[src/rtl/l2_tlb_pkg.sv]
// Shared L2 TLB replacement definitions: way count, PLRU tree width,
// sweep FSM encodings and the 4-way tree-PLRU touch rule.
package l2_tlb_pkg;

  localparam int L2_WAYS = 4;
  localparam int PLRU_W  = 4;
  localparam int WAY_W   = $clog2(L2_WAYS);

  localparam logic [0:0] PLRU_IDLE  = 1'b0;
  localparam logic [0:0] PLRU_SWEEP = 1'b1;

  // Tree layout is {n3, n2, n1, 1'b0}; victim way = {n1, n(2+n1)}.
  // A touch points every node on the path away from the touched way.
  function automatic logic [PLRU_W-1:0] plru_touch(
    input logic [PLRU_W-1:0] tree,
    input logic [WAY_W-1:0]  way
  );
    logic [PLRU_W-1:0] t;
    t    = tree;
    t[1] = ~way[1];
    if (way[1]) begin
      t[3] = ~way[0];
    end else begin
      t[2] = ~way[0];
    end
    t[0] = 1'b0;
    return t;
  endfunction

endpackage

[src/rtl/plru_tree4_next.sv]
// Combinational 4-way tree-PLRU touch update, reusable by any 4-way structure.
// Zero latency; no flow control.
module plru_tree4_next
  import l2_tlb_pkg::*;
(
  input  logic [PLRU_W-1:0] tree_i,
  input  logic [WAY_W-1:0]  way_i,
  output logic [PLRU_W-1:0] tree_o
);

  assign tree_o = plru_touch(tree_i, way_i);

endmodule

[src/rtl/l2_tlb_plru_update.sv]
// Per-set tree-PLRU keeper for the 4-way L2 TLB: applies touches, serves a set's
// tree one cycle after lookup, and clears every set with an NSETS-cycle sweep.
module l2_tlb_plru_update
  import l2_tlb_pkg::*;
#(
  parameter int NSETS = 32,
  parameter int IDX_W = 5
)
(
  input  logic             clk,
  input  logic             reset,
  input  logic             lookup_valid,
  input  logic [IDX_W-1:0] lookup_idx,
  output logic [3:0]       L2_plru_val,
  input  logic             touch_valid,
  input  logic [IDX_W-1:0] touch_idx,
  input  logic [1:0]       touch_way,
  input  logic             flush_req,
  output logic             flush_busy,
  output logic             flush_done
);

  // One extra counter bit so the terminal compare never aliases with set 0.
  localparam logic [IDX_W:0] CNT_LAST = (IDX_W+1)'(NSETS - 1);

  logic [NSETS-1:0]  n1_q, n1_d;
  logic [NSETS-1:0]  n2_q, n2_d;
  logic [NSETS-1:0]  n3_q, n3_d;
  logic [0:0]        state_q, state_d;
  logic [IDX_W:0]    cnt_q, cnt_d;
  logic [PLRU_W-1:0] plru_val_q, plru_val_d;

  logic              busy;
  logic              sweep_last;
  logic [IDX_W-1:0]  sweep_idx;
  logic              bypass_hit;
  logic [PLRU_W-1:0] touch_tree_cur;
  logic [PLRU_W-1:0] touch_tree_nxt;
  logic [PLRU_W-1:0] lookup_tree;

  assign busy       = (state_q == PLRU_SWEEP);
  assign sweep_last = (cnt_q == CNT_LAST);
  assign sweep_idx  = cnt_q[IDX_W-1:0];
  assign bypass_hit = touch_valid && (touch_idx == lookup_idx);

  assign touch_tree_cur = {n3_q[touch_idx], n2_q[touch_idx], n1_q[touch_idx], 1'b0};
  assign lookup_tree    = {n3_q[lookup_idx], n2_q[lookup_idx], n1_q[lookup_idx], 1'b0};

  plru_tree4_next u_tree_next (
    .tree_i (touch_tree_cur),
    .way_i  (touch_way),
    .tree_o (touch_tree_nxt)
  );

  always_comb begin
    n1_d       = n1_q;
    n2_d       = n2_q;
    n3_d       = n3_q;
    state_d    = state_q;
    cnt_d      = cnt_q;
    plru_val_d = plru_val_q;

    case (state_q)
      PLRU_IDLE: begin
        if (touch_valid) begin
          n1_d[touch_idx] = touch_tree_nxt[1];
          n2_d[touch_idx] = touch_tree_nxt[2];
          n3_d[touch_idx] = touch_tree_nxt[3];
        end
        if (flush_req) begin
          state_d = PLRU_SWEEP;
          cnt_d   = '0;
        end
      end
      PLRU_SWEEP: begin
        n1_d[sweep_idx] = 1'b0;
        n2_d[sweep_idx] = 1'b0;
        n3_d[sweep_idx] = 1'b0;
        if (sweep_last) begin
          state_d = PLRU_IDLE;
          cnt_d   = '0;
        end else begin
          cnt_d = cnt_q + 1'b1;
        end
      end
      default: begin
        state_d = PLRU_IDLE;
        cnt_d   = '0;
      end
    endcase

    // Mid-sweep the TLB holds nothing valid, so way 0 is a safe answer.
    if (lookup_valid) begin
      if (busy) begin
        plru_val_d = '0;
      end else if (bypass_hit) begin
        plru_val_d = touch_tree_nxt;
      end else begin
        plru_val_d = lookup_tree;
      end
    end
  end

  always_ff @(posedge clk) begin
    if (reset) begin
      n1_q       <= '0;
      n2_q       <= '0;
      n3_q       <= '0;
      state_q    <= PLRU_IDLE;
      cnt_q      <= '0;
      plru_val_q <= '0;
    end else begin
      n1_q       <= n1_d;
      n2_q       <= n2_d;
      n3_q       <= n3_d;
      state_q    <= state_d;
      cnt_q      <= cnt_d;
      plru_val_q <= plru_val_d;
    end
  end

  assign L2_plru_val = plru_val_q;
  assign flush_busy  = busy;
  assign flush_done  = busy && sweep_last;

endmodule
[config.mk]
export PLATFORM = sky130hd
export DESIGN_NAME = l2_tlb_plru_update
export DESIGN_NICKNAME = d
export VERILOG_FILES = /design/src/rtl/l2_tlb_pkg.sv /design/src/rtl/plru_tree4_next.sv /design/src/rtl/l2_tlb_plru_update.sv
export SDC_FILE = /design/constraint.sdc
export NUM_CORES = 1
export LEC_CHECK = 0
export CAP_MARGIN = 10
export CORE_UTILIZATION = 37
export CTS_CLUSTER_SIZE = 10
export DETAILED_ROUTE_END_ITERATION = 7
export GPL_ROUTABILITY_DRIVEN = 0
export PLACE_DENSITY = 0.58
export SYNTH_ARGS = -nofsm -noshare
export SYNTH_HDL_FRONTEND = slang
export SYNTH_SLANG_ARGS = --single-unit
[constraint.sdc]
create_clock -name clk -period 4.68 [get_ports clk]
set_clock_uncertainty 0.1 [all_clocks]
set_input_delay 0.468 -clock clk [delete_from_list [all_inputs] [get_ports clk]]
set_output_delay 0.468 -clock clk [all_outputs]
set_load 0.005 [all_outputs]
# --- Yosys cells after proc, flatten, opt, wreduce, memory -nomap -nowiden ---
# Cells that the tools add are included.
# W data, S select, Z words.
totals:
  in_bits: 17
  ff_bits: 107
  elab_cells: 60
classes:
  eq_ne: 4
  n_reduce_logical: 4
  addsub: 1
  n_lt_le_gt_ge: 5
  n_mux: 33
  bitwise_logic: 7
op_table:
  columns: ["op", "n"]
  rows:
  - ["$pmux W32 S2", 3]
  - ["$and A32 B32 Y32", 3]
  - ["$bwmux W32", 3]
  - ["$mux W32", 3]
  - ["$not A32 Y32", 1]
  - ["$bmux W1 S5", 5]
  - ["$lt A5 B6 Y1 const B", 3]
  - ["$mux W6", 2]
  - ["$pmux W6 S2", 1]
  - ["$mux W1", 11]
  - ["$demux W1 S5", 2]
  - ["$ge A5 B1 Y1 const B", 2]
  - ["$mux W4", 2]
  - ["$add A6 B1 Y6 const B", 1]
  - ["$eq A6 B5 Y1 const B", 1]
  - ["$eq A5 B5 Y1", 1]
  - ["$logic_and A1 B1 Y1", 4]
  - ["$ne A2 B2 Y1 const B", 2]
  - ["$not A1 Y1", 3]
  - ["$pmux W1 S2", 1]

# --- Longest topological paths before layout ---
depth:
  depth_word: 7
  depth_mapped: 10
  mapped_depth_nobuf: 7

# --- Cells and area by module ---
# From an unflattened synthesis, not the netlist that was laid out.
unflattened:
  cells_unflattened: 783
  hier_area_um2: 6251.0
modules_own_cells:
  columns: ["mod", "seq_area_each_um2", "n_inst", "cells_each", "area_per_inst_um2"]
  rows:
  - ["l2_tlb_plru_update", 2142.1, 1, 776, 6216.0]
  - ["plru_tree4_next", 0.0, 1, 7, 35.0]

# --- Worst setup path before layout ---
# No wires, ideal clock.
synth_path:
  kind: "input-to-reg"
  from: "input port lookup_idx[0]"
  to: "register plru_val_q[1], in the netlist L2_plru_val[1]"
  arrival_ns: 2.050
  n_path_buf: 2
  stages: 6
  slack_ns: 2.405
  path_cell_list: "buf_2 buf_2 mux4_2 a2111oi_0 a221oi_1 o2bb2ai_1"
synth_between:
  elab_chain_len: 4
  elab_cells_between_ends: 6
synth_rtl:
  columns: ["element", "line", "source"]
  rows:
  - ["from (decl)", "l2_tlb_plru_update.sv:13", "input logic [IDX_W-1:0] lookup_idx,"]
  - ["$bmux W1 S5 or $eq A5 B5 Y1 (tied branches)", "l2_tlb_plru_update.sv:47, l2_tlb_plru_update.sv:44", null]
  - ["$mux W1 (not written as such) or $logic_and A1 B1 Y1 (tied branches)", "l2_tlb_plru_update.sv:47, l2_tlb_plru_update.sv:44", null]
  - ["$mux W4 *", "l2_tlb_plru_update.sv:96", "end else if (bypass_hit) begin"]
  - ["$mux W4 *", "l2_tlb_plru_update.sv:94", "if (busy) begin"]
  - ["to (signal assigned)", "l2_tlb_plru_update.sv:118", "plru_val_q <= plru_val_d;"]
  - ["to (decl)", "l2_tlb_plru_update.sv:31", "logic [PLRU_W-1:0] plru_val_q, plru_val_d;"]
# Every way passes the cells marked *; elsewhere a longest branch is shown, timed or not. The select of a mux whose other input is x is not followed.
# A chain may end at the register's enable or synchronous reset.

# --- Final worst setup path ---
layout_path:
  from: "input port touch_idx[0]"
  to: "register n2_q[8]"
layout_between:
  elab_chain_len: 7
  elab_cells_between_ends: 11
layout_rtl:
  columns: ["element", "line", "source"]
  rows:
  - ["from (decl)", "l2_tlb_plru_update.sv:16", "input logic [IDX_W-1:0] touch_idx,"]
  - ["$lt A5 B6 Y1 (not written as such) or $ge A5 B1 Y1 (tied branches)", "l2_tlb_plru_update.sv:67", "n2_d[touch_idx] = touch_tree_nxt[2];"]
  - ["$logic_and A1 B1 Y1 (not written as such)", "l2_tlb_plru_update.sv:67", null]
  - ["$mux W1 (not written as such)", "l2_tlb_plru_update.sv:67", null]
  - ["$demux W1 S5", "l2_tlb_plru_update.sv:67", null]
  - ["$bwmux W32 *", "l2_tlb_plru_update.sv:67", null]
  - ["$mux W32 *", "l2_tlb_plru_update.sv:65", "if (touch_valid) begin"]
  - ["$pmux W32 S2 *", "l2_tlb_plru_update.sv:63", "case (state_q)"]
  - ["to (signal assigned)", "l2_tlb_plru_update.sv:114", "n2_q <= n2_d;"]
  - ["to (decl)", "l2_tlb_plru_update.sv:27", "logic [NSETS-1:0] n2_q, n2_d;"]
# Marked as above.

==> flow_summary_export.csv <==
group,metric,value,unit
timing,fin_setup_tns,0,ps
min_path,holdCritStartpoint,"n2_q[6]",
yosys,ys.flop_type,"dfxtp_1",
cts,clock_path_buffers,2,
routing,drt_iter0_drc,658,
yosys,ys_seq_area_frac,0.346,
yosys,synth_cell_type_count,59,
worst_setup_path,end_kind,"register",
routing,antenna_left,0,
flow_run,cap_violations,0,
yosys,synth_edf_count,0,
placement,dp.final_hpwl,14.1,mm
cts,cts_setup_buffers,0,
outcome,status,"finished clean",
cts,cts_made_buffers,9,
power,p_seq_frac,0.492,
timing,hold_viol,0,
die,die_area,0.0171,mm2
worst_setup_path,cp-start-kind,"input port",
die,core_area,0.0160,mm2
routing,wirelength,20.4,mm
power,swShare,0.280,
power,combinationalPowerShare,0.127,
timing,drv_slew,0,
routing,first_pass_iters,5,
cells_and_area,final_cell_mix,"dfxtp_1 (106), nand2_1 (106), o31ai_1 (51)",
worst_setup_path,crit_required,4790,ps
global_route,grt_pass1_vias,5488,
cts,cts.repair.resized,0,
power,p_clk_frac,0.382,
global_route,grt.total_usage,0.252,
yosys,synth_top_area_cell,"dfxtp_1",
cts,worst_skew_pair.late_latency,360,ps
placement,io_buffers,21,
yosys,synth_warnings,0,
timing,maxSlewHeadroom,0.0525,
cells_and_area,antenna_cells,0,
cts,cts_tree,"done",
yosys,syn_nets,695,
routing,drc,0,
power,power.internal,1.34,mW
global_route,antenna_found_initial,0,
timing,rsz0062_at_grt,"no",
global_route,grt_max_degree,68,
die,start_util,0.383,
die,fp.dieH,131,um
yosys,synth.area.top_cells,"dfxtp_1 (35%), mux4_2 (9.6%), nand2_1 (6.5%)",
min_path,holdCritPathClass,"reg -> reg",
yosys,ys_ff_latch,106,
yosys,async_flop_share,0,
worst_setup_path,startpoint,"touch_idx[0]",
yosys,syn_inst,674,
global_route,grt_overflow_total,0,
cells_and_area,drive_above_1_share,0.114,
timing,period_share,0.665,
cts,htreeDepth,3,
cells_and_area,area_growth,8.47,%
cts,clockRootBuffer,"clkbuf_16",
yosys,syn_area,0.00613,mm2
worst_setup_path,r2r-start,"flush_busy",
cts,clkSlewWorstSetupHoldPaths,70,ps
cells_and_area,nets,683,
die,die_w,131,um
power,total_leakage_power,2.13,nW
global_route,grt_pass1_wl,31.6,mm
power,switchingPower,0.522,mW
die,num_io_pins,23,
yosys,synth_top_area_share,0.346,
power,ir_worst_vdd,0.000212,V
routing,wire_per_inst,23.1,um
cts,clock-sinks,106,
yosys,avgSynthCellArea,9.09,um2
cts,cts_hold_buf,0,
cells_and_area,post-route-util,0.416,
worst_setup_path,worstSetupPathType,"in -> reg",
timing,tightest_slew,1420,ps
timing,min_period,3110,ps
worst_setup_path,crit_arrival,3220,ps
routing,vias_per_cell,6.45,
cells_and_area,num-fill-cells,1574,
die,num_rows,46,
timing,setup_viol,0,
timing,max_freq,321,MHz
power,power_density,280,mW/mm2
worst_setup_path,crit_fanout,35,
routing,dr_total_vias,5692,
==> sequential cells by signal, indices dropped and copies added, names as in the netlist <==
register,flops
n1_q,32
n2_q,32
n3_q,32
cnt_q,6
L2_plru_val,3
flush_busy,1
==> metal layers <==
layer / routed length, um / track usage
met3: 1400 / 0.0411
met2: 9460 / 0.404
met1: 8600 / 0.322
met5: 0 / 0
met4: 931 / 0.149
==> synthesized netlist by cell type, types with 6 or more instances <==
cell and count:
nor3b_1 6, dfxtp_1 106, buf_2 19, o21ai_0 10
buf_6 8, a22oi_1 44, nand3_1 10, a32o_1 8
o31ai_1 51, o22ai_1 12, nor2_1 42, clkbuf_1 28
and2_1 7, nand2_1 106, a221oi_1 24, a21oi_1 25
mux4_2 26, nor3_1 11, nand2b_1 9, mux2i_1 26
o221ai_1 17
==> kinds of logic after synthesis <==
family | synth area share
XOR/XNOR | 0.00714
multiplexers | 0.144
other | 0.000612
AND/OR/NAND/NOR | 0.178
adder cells (fa/ha/maj) | 0.00817
AO/OA/AOI/OAI | 0.251
buffers and inverters | 0.0651
flip-flops | 0.346
==> worst paths after layout <==
path / endpoint / slack [ps] / cells after the start
setup / recovery: n2_q[8] / 1570 / 6
hold / removal: n2_q[6] / 370 / 2
setup reg to reg: n1_q[0] / 2210 / 6
hold reg to reg: n2_q[6] / 370 / 2
==> critical path, stage by stage <==
cell and delay (ps):
buf_2 700, mux4_1 650, a22oi_1 230, and4_1 690, buf_4 350, o31ai_1 100
==> cell type report <==
| cell class | instances | area (um2) | area share |
|---|---|---|---|
| flip-flops and latches | 106 | 2120 | 0.319 |
| clock buffers | 9 | 225 | 0.0339 |
| inverters | 5 | 18.8 | 0.00282 |
| well taps | 216 | 270 | 0.0406 |
| clock inverters | 7 | 46.3 | 0.00696 |
| multi-input cells | 497 | 3610 | 0.543 |
| repair buffers | 43 | 358 | 0.0538 |
==> power groups by stage <==
stage          combinational (mW)  sequential, mW  clock (mW)
6_report                    0.236           0.916       0.711
5_1_grt                     0.251           0.916       0.751
4_1_cts                     0.231           0.916       0.725
3_5_place_dp                0.231           0.937           0
3_3_place_gp                0.228           0.937           0
2_1_floorplan               0.169           0.933           0
==> through the flow <==
stage | total power [mW] | hold WS [ps] | worst slack (ps) | instances | area [um2]
after floorplan | 1.10 | 334 | 2400 | 674 | 6130
after global placement | 1.16 | 352 | 1270 | 866 | 6370
after detailed placement | 1.17 | 363 | 1240 | 866 | 6370
after CTS | 1.87 | 375 | 1610 | 882 | 6640
after global routing | 1.92 | 396 | 1430 | 883 | 6650
final | 1.86 | 374 | 1570 | 883 | 6650
No activity file was read; power rests on OpenSTA's default activity.
